[src/rtl/jtag_chain_master_if.sv]
// Host load/readback streams plus the Jen/Jin/Jout word chain, bundled for the chain master.
// master = chain master side, slave = host and chain side.
interface jtag_chain_master_if #(
    parameter int WIDTH = 32
);
    logic [WIDTH-1:0] in_data;
    logic             in_valid;
    logic             in_ready;
    logic [WIDTH-1:0] out_data;
    logic             out_valid;
    logic             out_ready;
    logic             jen;
    logic [WIDTH-1:0] jin;
    logic [WIDTH-1:0] jout;

    modport master (
        input  in_data, in_valid, out_ready, jout,
        output in_ready, out_data, out_valid, jen, jin
    );

    modport slave (
        output in_data, in_valid, out_ready, jout,
        input  in_ready, out_data, out_valid, jen, jin
    );
endinterface

[src/rtl/jtag_chain_master.sv]
// Streams an image through the Imem/Dmem word chain, returning displaced words; CHAIN_LEN+3 cycles per pass.
// Backpressure: an in_valid gap or a held out word freezes the chain (Jen=0) and the shift counter.
module jtag_chain_master #(
    parameter int WIDTH     = 32,
    parameter int CHAIN_LEN = 1024,
    parameter int CNT_W     = 11
) (
    input  logic             clk_i,
    input  logic             rst_ni,
    input  logic             start_i,
    input  logic             recirc_i,
    jtag_chain_master_if.master bus,
    output logic             busy_o,
    output logic             cpu_rst_o,
    output logic             done_o,
    output logic [CNT_W-1:0] shift_cnt_o
);
    typedef enum logic [1:0] {S_IDLE, S_SHIFT, S_DRAIN, S_DONE} state_e;

    localparam logic [CNT_W-1:0] LAST_CNT = CNT_W'(CHAIN_LEN);

    state_e           state_q, state_d;
    logic             recirc_q, recirc_d;
    logic [CNT_W-1:0] cnt_q, cnt_d;
    logic [WIDTH-1:0] out_data_q, out_data_d;
    logic             out_valid_q, out_valid_d;
    logic             shift_go;

    always_ff @(posedge clk_i or negedge rst_ni) begin
        if (!rst_ni) begin
            state_q     <= S_IDLE;
            recirc_q    <= 1'b0;
            cnt_q       <= '0;
            out_data_q  <= '0;
            out_valid_q <= 1'b0;
        end else begin
            state_q     <= state_d;
            recirc_q    <= recirc_d;
            cnt_q       <= cnt_d;
            out_data_q  <= out_data_d;
            out_valid_q <= out_valid_d;
        end
    end

    always_comb begin
        state_d     = state_q;
        recirc_d    = recirc_q;
        cnt_d       = cnt_q;
        out_data_d  = out_data_q;
        out_valid_d = out_valid_q;
        shift_go    = 1'b0;

        if (out_valid_q && bus.out_ready) begin
            out_valid_d = 1'b0;
        end

        case (state_q)
            S_IDLE: begin
                if (start_i) begin
                    recirc_d = recirc_i;
                    cnt_d    = '0;
                    state_d  = S_SHIFT;
                end
            end
            S_SHIFT: begin
                if (cnt_q == LAST_CNT) begin
                    state_d = S_DRAIN;
                end else begin
                    shift_go = (recirc_q | bus.in_valid) & (~out_valid_q | bus.out_ready);
                end
                // The captured word is the tail before this edge's shift moves it on.
                if (shift_go) begin
                    out_data_d  = bus.jout;
                    out_valid_d = 1'b1;
                    cnt_d       = cnt_q + 1'b1;
                end
            end
            S_DRAIN: begin
                if (!out_valid_q || bus.out_ready) begin
                    state_d = S_DONE;
                end
            end
            S_DONE: begin
                state_d = S_IDLE;
            end
            default: begin
                state_d = S_IDLE;
            end
        endcase
    end

    assign bus.jen       = shift_go;
    assign bus.in_ready  = shift_go & ~recirc_q;
    assign bus.jin       = recirc_q ? bus.jout : bus.in_data;
    assign bus.out_data  = out_data_q;
    assign bus.out_valid = out_valid_q;

    assign busy_o      = (state_q == S_SHIFT) || (state_q == S_DRAIN);
    assign cpu_rst_o   = busy_o;
    assign done_o      = (state_q == S_DONE);
    assign shift_cnt_o = cnt_q;
endmodule

[src/flat_wrapper.sv]
// flat-port wrapper written by rule: the top's interface ports become plain ports
module jtag_chain_master_flat 
#(
    parameter int WIDTH     = 32,
    parameter int CHAIN_LEN = 1024,
    parameter int CNT_W     = 11
)
  (clk_i, rst_ni, start_i, recirc_i, busy_o, cpu_rst_o, done_o, shift_cnt_o, bus_in_data, bus_in_valid, bus_out_ready, bus_jout, bus_in_ready, bus_out_data, bus_out_valid, bus_jen, bus_jin);
  jtag_chain_master_if #(.WIDTH(WIDTH)) bus_i ();
  input  logic clk_i;
  input  logic rst_ni;
  input  logic start_i;
  input  logic recirc_i;
  output logic busy_o;
  output logic cpu_rst_o;
  output logic done_o;
  output logic [CNT_W-1:0] shift_cnt_o;
  input wire logic [$bits(bus_i.in_data)-1:0] bus_in_data;
  input wire logic [$bits(bus_i.in_valid)-1:0] bus_in_valid;
  input wire logic [$bits(bus_i.out_ready)-1:0] bus_out_ready;
  input wire logic [$bits(bus_i.jout)-1:0] bus_jout;
  output wire logic [$bits(bus_i.in_ready)-1:0] bus_in_ready;
  output wire logic [$bits(bus_i.out_data)-1:0] bus_out_data;
  output wire logic [$bits(bus_i.out_valid)-1:0] bus_out_valid;
  output wire logic [$bits(bus_i.jen)-1:0] bus_jen;
  output wire logic [$bits(bus_i.jin)-1:0] bus_jin;
  assign bus_i.in_data = bus_in_data;
  assign bus_i.in_valid = bus_in_valid;
  assign bus_i.out_ready = bus_out_ready;
  assign bus_i.jout = bus_jout;
  assign bus_in_ready = bus_i.in_ready;
  assign bus_out_data = bus_i.out_data;
  assign bus_out_valid = bus_i.out_valid;
  assign bus_jen = bus_i.jen;
  assign bus_jin = bus_i.jin;
  jtag_chain_master #(.WIDTH(WIDTH), .CHAIN_LEN(CHAIN_LEN), .CNT_W(CNT_W)) u_core (.clk_i(clk_i), .rst_ni(rst_ni), .start_i(start_i), .recirc_i(recirc_i), .bus(bus_i), .busy_o(busy_o), .cpu_rst_o(cpu_rst_o), .done_o(done_o), .shift_cnt_o(shift_cnt_o));
endmodule
[config.mk]
export PLATFORM = sky130hd
export DESIGN_NAME = jtag_chain_master_flat
export DESIGN_NICKNAME = d
export VERILOG_FILES = /design/src/rtl/jtag_chain_master_if.sv /design/src/rtl/jtag_chain_master.sv /design/src/flat_wrapper.sv
export SDC_FILE = /design/constraint.sdc
export NUM_CORES = 1
export LEC_CHECK = 0
export ABC_AREA = 1
export CAP_MARGIN = 20
export CELL_PAD_IN_SITES_DETAIL_PLACEMENT = 0
export CELL_PAD_IN_SITES_GLOBAL_PLACEMENT = 1
export CORE_UTILIZATION = 27
export DETAILED_ROUTE_END_ITERATION = 7
export PLACE_DENSITY_LB_ADDON = 0.1
export SYNTH_ARGS = -nofsm -noshare
export SYNTH_HDL_FRONTEND = slang
export SYNTH_SLANG_ARGS = --single-unit
[constraint.sdc]
create_clock -name clk_i -period 3.2 [get_ports clk_i]
set_input_delay 0.64 -clock clk_i [delete_from_list [all_inputs] [get_ports clk_i]]
set_output_delay 0.64 -clock clk_i [all_outputs]
set_load 0.01 [all_outputs]
* After elaboration in Yosys (flattened, before gate mapping)
Cells that the tools add are included. W data, S select, Z words.
Cells by class: mux-type cells 14, $add $sub $neg 1, equality and inequality tests 8, reductions and logical operators 10, bitwise gates (word level) 6
Operators with widths (count):
- $mux W32 | 1
- $mux W11 | 2
- $pmux W11 S2 | 1
- $add A11 B1 Y11 const B | 1
- $eq A11 B11 Y1 const B | 1
- $pmux W2 S4 | 1
- $mux W1 | 6
- $mux W2 | 3
- $reduce_and A3 Y1 | 2
- $eq A2 B2 Y1 const B | 2
- $ne A2 B1 Y1 const B | 2
- $ne A2 B2 Y1 const B | 2
- $reduce_and A2 Y1 | 2
- $and A1 B1 Y1 | 2
- $eq A2 B1 Y1 const B | 1
- $logic_not A2 Y1 | 1
- $logic_or A1 B1 Y1 | 2
- $not A1 Y1 | 2
- $or A1 B1 Y1 | 2
- $reduce_bool A2 Y1 | 1
- $logic_and A1 B1 Y1 | 1
- $logic_not A1 Y1 | 1
Storage, ports and cells: word-level logic and storage cells 44, bits in registers 47, bits of input ports 70

* Depth between registers and ports, before layout
Gate-level depths: netlist of run 1.
depth in word-level cells 7, mapped depth 11, mapped depth without buffers 10

* Worst setup path before layout of run 1
Ideal clock, no wire load.
path kind register to output, start register u_core.cnt_q[0], in the netlist u_core.shift_cnt_o[0], end output bus_in_ready, path slack 1.140 ns, arrival time 1.420 ns, stages on the path, launching flop included 9, cells stage by stage dfrtp_1 > inv_1 > ha_1 > nand2_1 > nor3_1 > nand2_1 > nand3_4 > buf_2 > nor2_1
Between the ends: cells in the longest elaborated chain, start to end 5
Ends and longest elaborated chain:
- from (decl) | line jtag_chain_master.sv:24 | logic [CNT_W-1:0] cnt_q, cnt_d;
- from (signal assigned) | line jtag_chain_master.sv:39 | cnt_q <= cnt_d;
- $eq A11 B11 Y1 | line jtag_chain_master.sv:66 | if (cnt_q == LAST_CNT) begin
- $mux W1 | line jtag_chain_master.sv:66
- $mux W1 (2 in series) | line jtag_chain_master.sv:57 | case (state_q)
- $and A1 B1 Y1 | line jtag_chain_master.sv:93 | assign bus.in_ready = shift_go & ~recirc_q;
- to (decl) | line flat_wrapper.sv:22 | output wire logic [$bits(bus_i.in_ready)-1:0] bus_in_ready;
Every way passes these cells. The select of a mux whose other input is x is not followed.

* Worst setup path after layout of run 1
Ends and elaborated chain as after synthesis.

==> results of run 1 <==
path summary, 6_finish.rpt:
check	startpoint	endpoint	depth (start not counted)	slack, ns
worst max-delay path	u_core.shift_cnt_o[0]	bus_in_ready	8	0.43
worst min-delay path	rst_ni	u_core.shift_cnt_o[6]	1	0.43
worst max register to register	u_core.shift_cnt_o[0]	u_core.shift_cnt_o[7]	11	1.04
worst min register to register	u_core.bus.out_data[27]	u_core.bus.out_data[27]	2	0.49
max in group asynchronous	rst_ni	u_core.bus.out_data[8]	2	2.12
min in group clk_i	u_core.bus.out_data[27]	u_core.bus.out_data[27]	2	0.49
cell usage after synthesis (all sizes together):
cell	n	area, µm²
a21oi	5	25.0
buf	12	70.1
clkbuf	6	22.5
dfrtp	47	1180
ha	7	87.6
inv	17	63.8
nand2	245	925
nand3	19	108
nor2	27	104
nor3	1	5.00
o21ai	4	20.0
or2	1	6.26
xnor2	1	8.76
xor2	1	8.76
cell families after synthesis:
family,Yosys count,share of synthesized area [%]
flip-flops,47,44.7
buffers and inverters,35,5.95
XOR/XNOR,2,0.666
adder cells (fa/ha/maj),7,3.33
AO/OA/AOI/OAI,9,1.71
AND/OR/NAND/NOR,293,43.6
power groups by stage:
stage               Sequential [mW]  Combinational, mW  Clock [mW]
detailed placement            0.978               2.21           0
global route                   1.00               2.41       0.435
global placement              0.968               2.20           0
CTS                           0.975               2.22       0.411
floorplan                      1.06              0.981           0
finish                        0.971               2.17       0.391
sequential cells by signal, indices dropped and copies added (netlist names):
| register | count |
|---|---|
| u_core.bus.out_data | 32 |
| u_core.shift_cnt_o | 11 |
| u_core.state_q | 2 |
| u_core.bus.out_valid | 1 |
| u_core.recirc_q | 1 |
stage by stage:
stage	hold slack, ns	cell area, µm²	power [mW]	setup WS, ns	utilization [%]
3_3_place_gp	0.461	4260	3.17	0.473	45.6
2_1_floorplan	0.344	2630	2.04	1.14	-
5_1_grt	0.490	4350	3.85	0.249	46.7
6_report	0.435	4350	3.53	0.428	46.7
4_1_cts	0.457	4350	3.61	0.383	46.7
3_5_place_dp	0.464	4260	3.19	0.470	45.6
routing by layer:
| layer | up-vias | part of all wire (%) | track usage [%] |
|---|---|---|---|
| met3 | 6 | 7.0 | 5.55 |
| met4 | 0 | 0.88 | 4.01 |
| li1 | 1483 | - | - |
| met1 | 1291 | 45 | 21.3 |
| met5 | - | 0 | 0 |
| met2 | 86 | 47 | 28.3 |
placed cells by master (no fill, tap or decap):
cell type	n
inv_2	1
inv_1	16
nand3_1	18
nand3_4	1
clkdlybuf4s50_1	149
dfrtp_1	47
o21ai_0	4
nor2_1	26
xor2_1	1
buf_4	8
nand2_1	243
a21oi_1	5
nor3_1	1
nand2_2	2
clkinvlp_4	1
buf_2	1
clkinv_4	1
or2_1	1
clkbuf_8	6
xnor2_1	1
ha_1	7
nor2_2	1
layout make-up:
type | count | area [µm²] | area share (%)
Multi-Input combinational cell | 311 | 1300 | 29.8
Tap cell | 129 | 161 | 3.71
Clock inverter | 2 | 16.3 | 0.374
Sequential cell | 47 | 1180 | 27.0
Inverter | 17 | 63.8 | 1.47
Clock buffer | 6 | 82.6 | 1.90
Timing Repair Buffer | 158 | 1560 | 35.7
worst max-delay path, stage by stage (launching register included):
cell	delay (ns)
dfrtp_1	0.51
inv_1	0.13
ha_1	0.21
nand2_1	0.05
nor3_1	0.04
nand2_1	0.15
nand3_4	0.10
nor2_1	0.10
clkdlybuf4s50_1	0.54
==> flow_results.org, run 1 <==
** Outcome
- Result of the run :: finished clean

** STA
- The number of hold-slack violations in the final timing report is 0.
- Setup violations remaining at the end of the flow were counted as 0.
- Between clock sinks in the finished design, the worst skew comes to 0.0101 ns.
- The count of pins over their slew limit came to 0.
- At the pin with the least slew margin, the transition time is 0.847 ns.
- Unrepaired setup endpoints after global routing :: no
- In the final timing run, aggregate negative setup slack is 0 ns.
- The worst pin sits at a relative slew slack of 43.5%.
- Of the available clock period, the critical path in the final layout requires 86.6%.
- Based on the critical path, the design can be clocked at up to 361 MHz.
- Shortest period the worst path allows :: 2.77 ns

** Global routing
- The number of antenna violations at the first check in global routing is 0.
- The via count of the first global-routing pass came to 2,770.
- The first global-routing pass estimated 13,400 µm of wire.
- Sum of overflow across all layers after global routing :: 0
- Global-route usage over all layers :: 17.0%
- Maximum number of pins on one net before global-route repair :: 36

** Power and ir drop
- Summed over all nets, the switching power comes to 1.48 mW.
- Clock network fraction of design power :: 11.1%
- In this run the power density over the cells is 811 nW/µm².
- Share of power burned in combinational logic :: 61.4%
- In this run the static leakage power is 2.14 nW.
- Sequential cells account for 27.5% of the total power.
- Total internal power :: 2.05 mW
- Maximum ir drop on the vdd rail :: 0.334 mV
- Of the total power, the share spent switching nets is 41.9%.

** Finish
- Fill cells in the final layout number 969.
- Net count reported at finish :: 617
- Count of non-filler cells in the finished layout :: 670
- The number of antenna diodes in the final layout is 0.
- The post-route netlist has 4.07% of its cells at a drive strength greater than 1.
- Area growth from synthesis to layout :: 65.6%

** Flow run
- Max Cap Viol :: 0

** Logic synthesis
- Synthesis produced 393 cells.
- For this run, the register share of the synthesized area comes to 44.7%.
- Average cell area after synthesis :: 6.69 µm²
- Net Count, Synth :: 470
- Flop and latch count out of synthesis :: 47
- Distinct cell type count after synthesis :: 21
- During synthesis, Yosys emitted a total of 0 warnings.
- Mapped Area :: 2630 µm²

** Clocking
- Counting along the longest clock path gives a buffer depth of 2.
- Number of H-tree levels :: 2
- Cell at the root of the clock tree :: clkbuf_8
- Post-CTS clock slew at the launch and capture registers of the worst setup and hold paths :: 0.10 ns
- Worst-Skew Late Latency :: 0.30 ns
- Clock buffers created by TritonCTS :: 5
- TritonCTS clock tree :: done
- Hold repair after CTS inserted 0 buffers.
- After clock tree synthesis, the repair step resized 0 gates.
- Num Clock Sinks :: 47
- Buffers added to address setup during post-CTS repair amount to 0.

** Routing
- Dividing the detail-routed via count by the number of cells gives 4.28.
- In this run the remaining antenna-violating nets after routing total 0.
- After detailed routing, the number of remaining DRC violations is 0.
- Wirelength, routed :: 8370 µm
- For this run, the detailed router's first-pass iteration total came to 4.
- Across all layers, the routed design uses 2,866 vias.
- After the first detailed-routing iteration, the DRC count stood at 87.
- Post-DR wirelength/cell :: 12.5 µm

** Die
- 151 I/O pins were placed.
- Row generation in the floorplan step produced 35 rows.
- The total area inside the core boundary comes to 9330 µm².
- Die footprint :: 10,100 µm²
- Horizontal die dimension :: 101 µm
- Starting density of the core :: 28.2%
- Floorplan die height :: 101 µm

** Worst hold path
- In this run the worst hold path is classified as input port to async pin.

** Placement
- Port bufs :: 150
- Gp weighted congestion :: 0.806
- Including well taps, the total number of placed cells is 662.
- HPWL after DPL :: 6180 µm

** Critical path
- Critical path fanouts, max :: 8
- Required time at the endpoint of the critical path :: 2.56 ns
- CP Launch Type :: flip-flop
- The critical path in this run is classified as flip-flop to output pin.
- Crit end category :: output pin
- Data arrives at the worst endpoint at 2.13 ns.
Power figures use the tool's default switching activity.
==> run 2, diff against run 1 <==
--- a/config.mk
+++ b/config.mk
@@ -9,7 +9,8 @@
 export CAP_MARGIN = 20
 export CELL_PAD_IN_SITES_DETAIL_PLACEMENT = 0
 export CELL_PAD_IN_SITES_GLOBAL_PLACEMENT = 1
-export CORE_UTILIZATION = 27
+export CORE_UTILIZATION = 28
+export CTS_BUF_LIST = sky130_fd_sc_hd__clkbuf_4
 export DETAILED_ROUTE_END_ITERATION = 7
 export PLACE_DENSITY_LB_ADDON = 0.1
 export SYNTH_ARGS = -nofsm -noshare
==> run 2 against run 1 <==
- clock power decreased by 30%
- cell area decreased by 2.0%
- non-clock buffer count decreased by 1
- clock skew increased by 0.0067 ns
- core utilization increased by 1.3 points
- sequential power about the same
- critical path depth unchanged
- via count increased by 0.38%
- count of clock-buffer cells in the layout decreased by 1
- combinational power about the same
- register-to-register slack got worse by 0.18 ns
- setup slack got worse by 0.12 ns
- critical endpoint unchanged
- largest cell class unchanged
- largest power group unchanged
- highest routed layer unchanged
==> flow_results.org, run 2 (same netlist as run 1, synthesis figures left out) <==
** Outcome
- Result of the run :: finished clean

** Routing
- Wirelength, routed :: 8560 µm
- Antenna-violating nets left :: 0
- After detailed routing, the average wire length per cell comes to 13.2 µm.
- Starting DRC count in detailed routing :: 88
- Count of unresolved DRC violations after routing :: 0
- For this run, the detailed router's first-pass iteration total came to 4.
- Via/cell ratio :: 4.45
- Via count :: 2,877

** Clocking
- The clock net in this run drives a total of 47 sinks.
- Quantity of hold-fixing buffers added after cts :: 0
- Number of gates given a new drive strength after cts :: 0
- Post-CTS clock slew at the launch and capture registers of the worst setup and hold paths :: 0.15 ns
- Worst-Skew Late Latency :: 0.36 ns
- No sink is reached through more buffers than the 2 on the longest clock path.
- Clock buffers created by TritonCTS :: 5
- TritonCTS built the clock tree.
- Post-CTS timing repair inserted 0 buffers for setup.
- Number of H-tree levels :: 2
- Cell at the root of the clock tree :: clkbuf_4

** Finish
- Commonest non-fill, non-tap cell in the layout :: nand2_1
- Area growth from synthesis to layout :: 62.3%
- Fill cells in the final layout number 891.
- After the last flow step, the layout net total stands at 616.
- Measured on the finished design, the core utilization comes to 48.0%.
- Most used cells in the layout excluding fill and tap cells :: 243 x nand2_1, 149 x clkdlybuf4s50_1, 47 x dfrtp_1
- Of the cells placed in the final design, the portion with a size suffix greater than 1 is 3.53%.
- The register with the most flip-flops in the layout has 32 of them.
- 0 antenna diodes ended up in the layout.

** Critical path
- Launching point of the worst reg2reg path :: u_core.shift_cnt_o[0]
- CP cell instances :: inv_1 -> ha_1 -> nand2_1 -> nor3_1 -> nand2_1 -> nand3_4 -> nor2_1 -> clkdlybuf4s50_1
- In this design, the stage delay of the slowest critical-path cell is 0.54 ns.
- At the worst endpoint, the required time is 2.56 ns.
- Worst path bufs/invs :: 2
- Critical path's most frequent cell :: nand2_1
- STA puts the critical path data arrival time at 2.25 ns.
- CP Launch Type :: flip-flop
- End of the worst register-to-register path :: u_core.shift_cnt_o[2]
- Critical path fanouts, max :: 8
- FF-to-FF path depth :: 11
- Category of cells accounting for the largest share of critical-path delay :: buffers and inverters
- The worst setup path is captured at an output pin.
- FF-to-FF setup slack :: 0.86 ns
- CP Class :: flip-flop to output pin
- Slowest cell on the critical path :: dfrtp_1

** Global routing
- Maximum number of pins on one net before global-route repair :: 33
- The number of antenna violations at the first check in global routing was 0.
- Sum of overflow across all layers after global routing :: 0
- Via count of the first global-routing pass :: 2,794
- The first global-routing pass estimated 14,000 µm of wire.
- Global routing used 18.1% of the available tracks across all layers.

** Die
- Row count :: 34
- Starting density of the core :: 29.6%
- Floorplan die height :: 98.9 µm
- Core area :: 8890 µm²
- Horizontal die dimension :: 98.9 µm
- Die footprint :: 9780 µm²
- During I/O placement, the number of pins put on the boundary was 151.

** STA
- Setup clock skew after layout :: 0.0168 ns
- Pin slew with the least headroom to its limit :: 0.535 ns
- Setup repair after global routing left no endpoint under its margin.
- Hold timing on the final database bottoms out at a slack of 0.227 ns.
- Sum of negative setup slack :: 0 ns
- Setup violations remaining at the end of the flow were counted as 0.
- The worst path needs 2.89 ns of the cycle, external delays included.
- The number of hold-slack violations in the final timing report was 0.
- Headroom to the max-slew limit came out at 64.4%.
- The count of pins over their slew limit is 0.
- In the finished design, the share of the clock period the worst path needs comes to 90.4%.
- Highest attainable clock frequency :: 346 MHz

** Placement
- Port bufs :: 150
- Routability-driven placement finished with a final weighted congestion of 0.784.
- Detailed placement finished with a half-perimeter wire length of 6200 µm.

** Flow run
- The tool flagged a number of max-cap violations equal to 0.

** Worst hold path
- The min-delay analysis places its worst path in the category input port to async pin.

** Power and ir drop
- Dividing total power by cell area gives a power density of 801 nW/µm².
- Maximum ir drop on the vdd rail :: 0.433 mV
- Total leakage power :: 2.12 nW
-- run 2: metrics by stage --
step	instances	total power, mW	setup WS, ns	cell area (µm²)
final	647	3.42	0.307	4270
after global routing	647	3.72	0.133	4270
after CTS	647	3.48	0.276	4270
after detailed placement	640	3.18	0.427	4220
after global placement	640	3.16	0.458	4220
after floorplan	393	2.04	1.14	2630
-- run 2: area by class of cell --
type	count	area, µm²	share of cell area, %
clock buffer	5	37.5	0.880
clock inverter	2	8.76	0.205
multi-input combinational	311	1300	30.4
timing repair buffer	157	1550	36.3
inverter	17	63.8	1.50
tap	108	135	3.17
sequential	47	1180	27.6
-- run 2: worst reg2reg max path, cell delays in order, from the launching register on --
cell and delay, ns:
dfrtp_1 0.51, inv_1 0.15, ha_1 0.16, nand2_1 0.04, nor3_1 0.12, nand2_1 0.14
nand3_4 0.12, buf_4 0.34, nand2_2 0.28, nand2_2 0.28, nand2_1 0.08, nand2_1 0.06
-- run 2: worst max path at each step --
stage	startpoint	endpoint	slack (ns)	cells after the start
floorplan	u_core.shift_cnt_o[0]	bus_in_ready	1.14	8
finish	u_core.shift_cnt_o[0]	bus_in_ready	0.31	8
CTS	u_core.shift_cnt_o[0]	bus_in_ready	0.28	8
detailed placement	bus_out_ready	bus_in_ready	0.43	6
global route	u_core.shift_cnt_o[0]	bus_in_ready	0.13	8
global placement	bus_out_ready	bus_in_ready	0.46	6
-- run 2: report_power, final --
| part | switching (mW) | internal [mW] | total [mW] |
|---|---|---|---|
| registers | 0.145 | 0.823 | 0.968 |
| clock network | 0.195 | 0.0785 | 0.273 |
| logic | 1.13 | 1.05 | 2.18 |
| total | 1.47 | 1.95 | 3.42 |
-- run 2: per-layer routing --
layer	wire length (µm)	share of wire, %	up-vias	GRT usage [%]
met5	0	0	-	0
met4	168	2.0	0	5.63
met3	621	7.3	13	5.46
met2	4060	47	102	31.1
met1	3710	43	1281	21.8
li1	-	-	1481	-
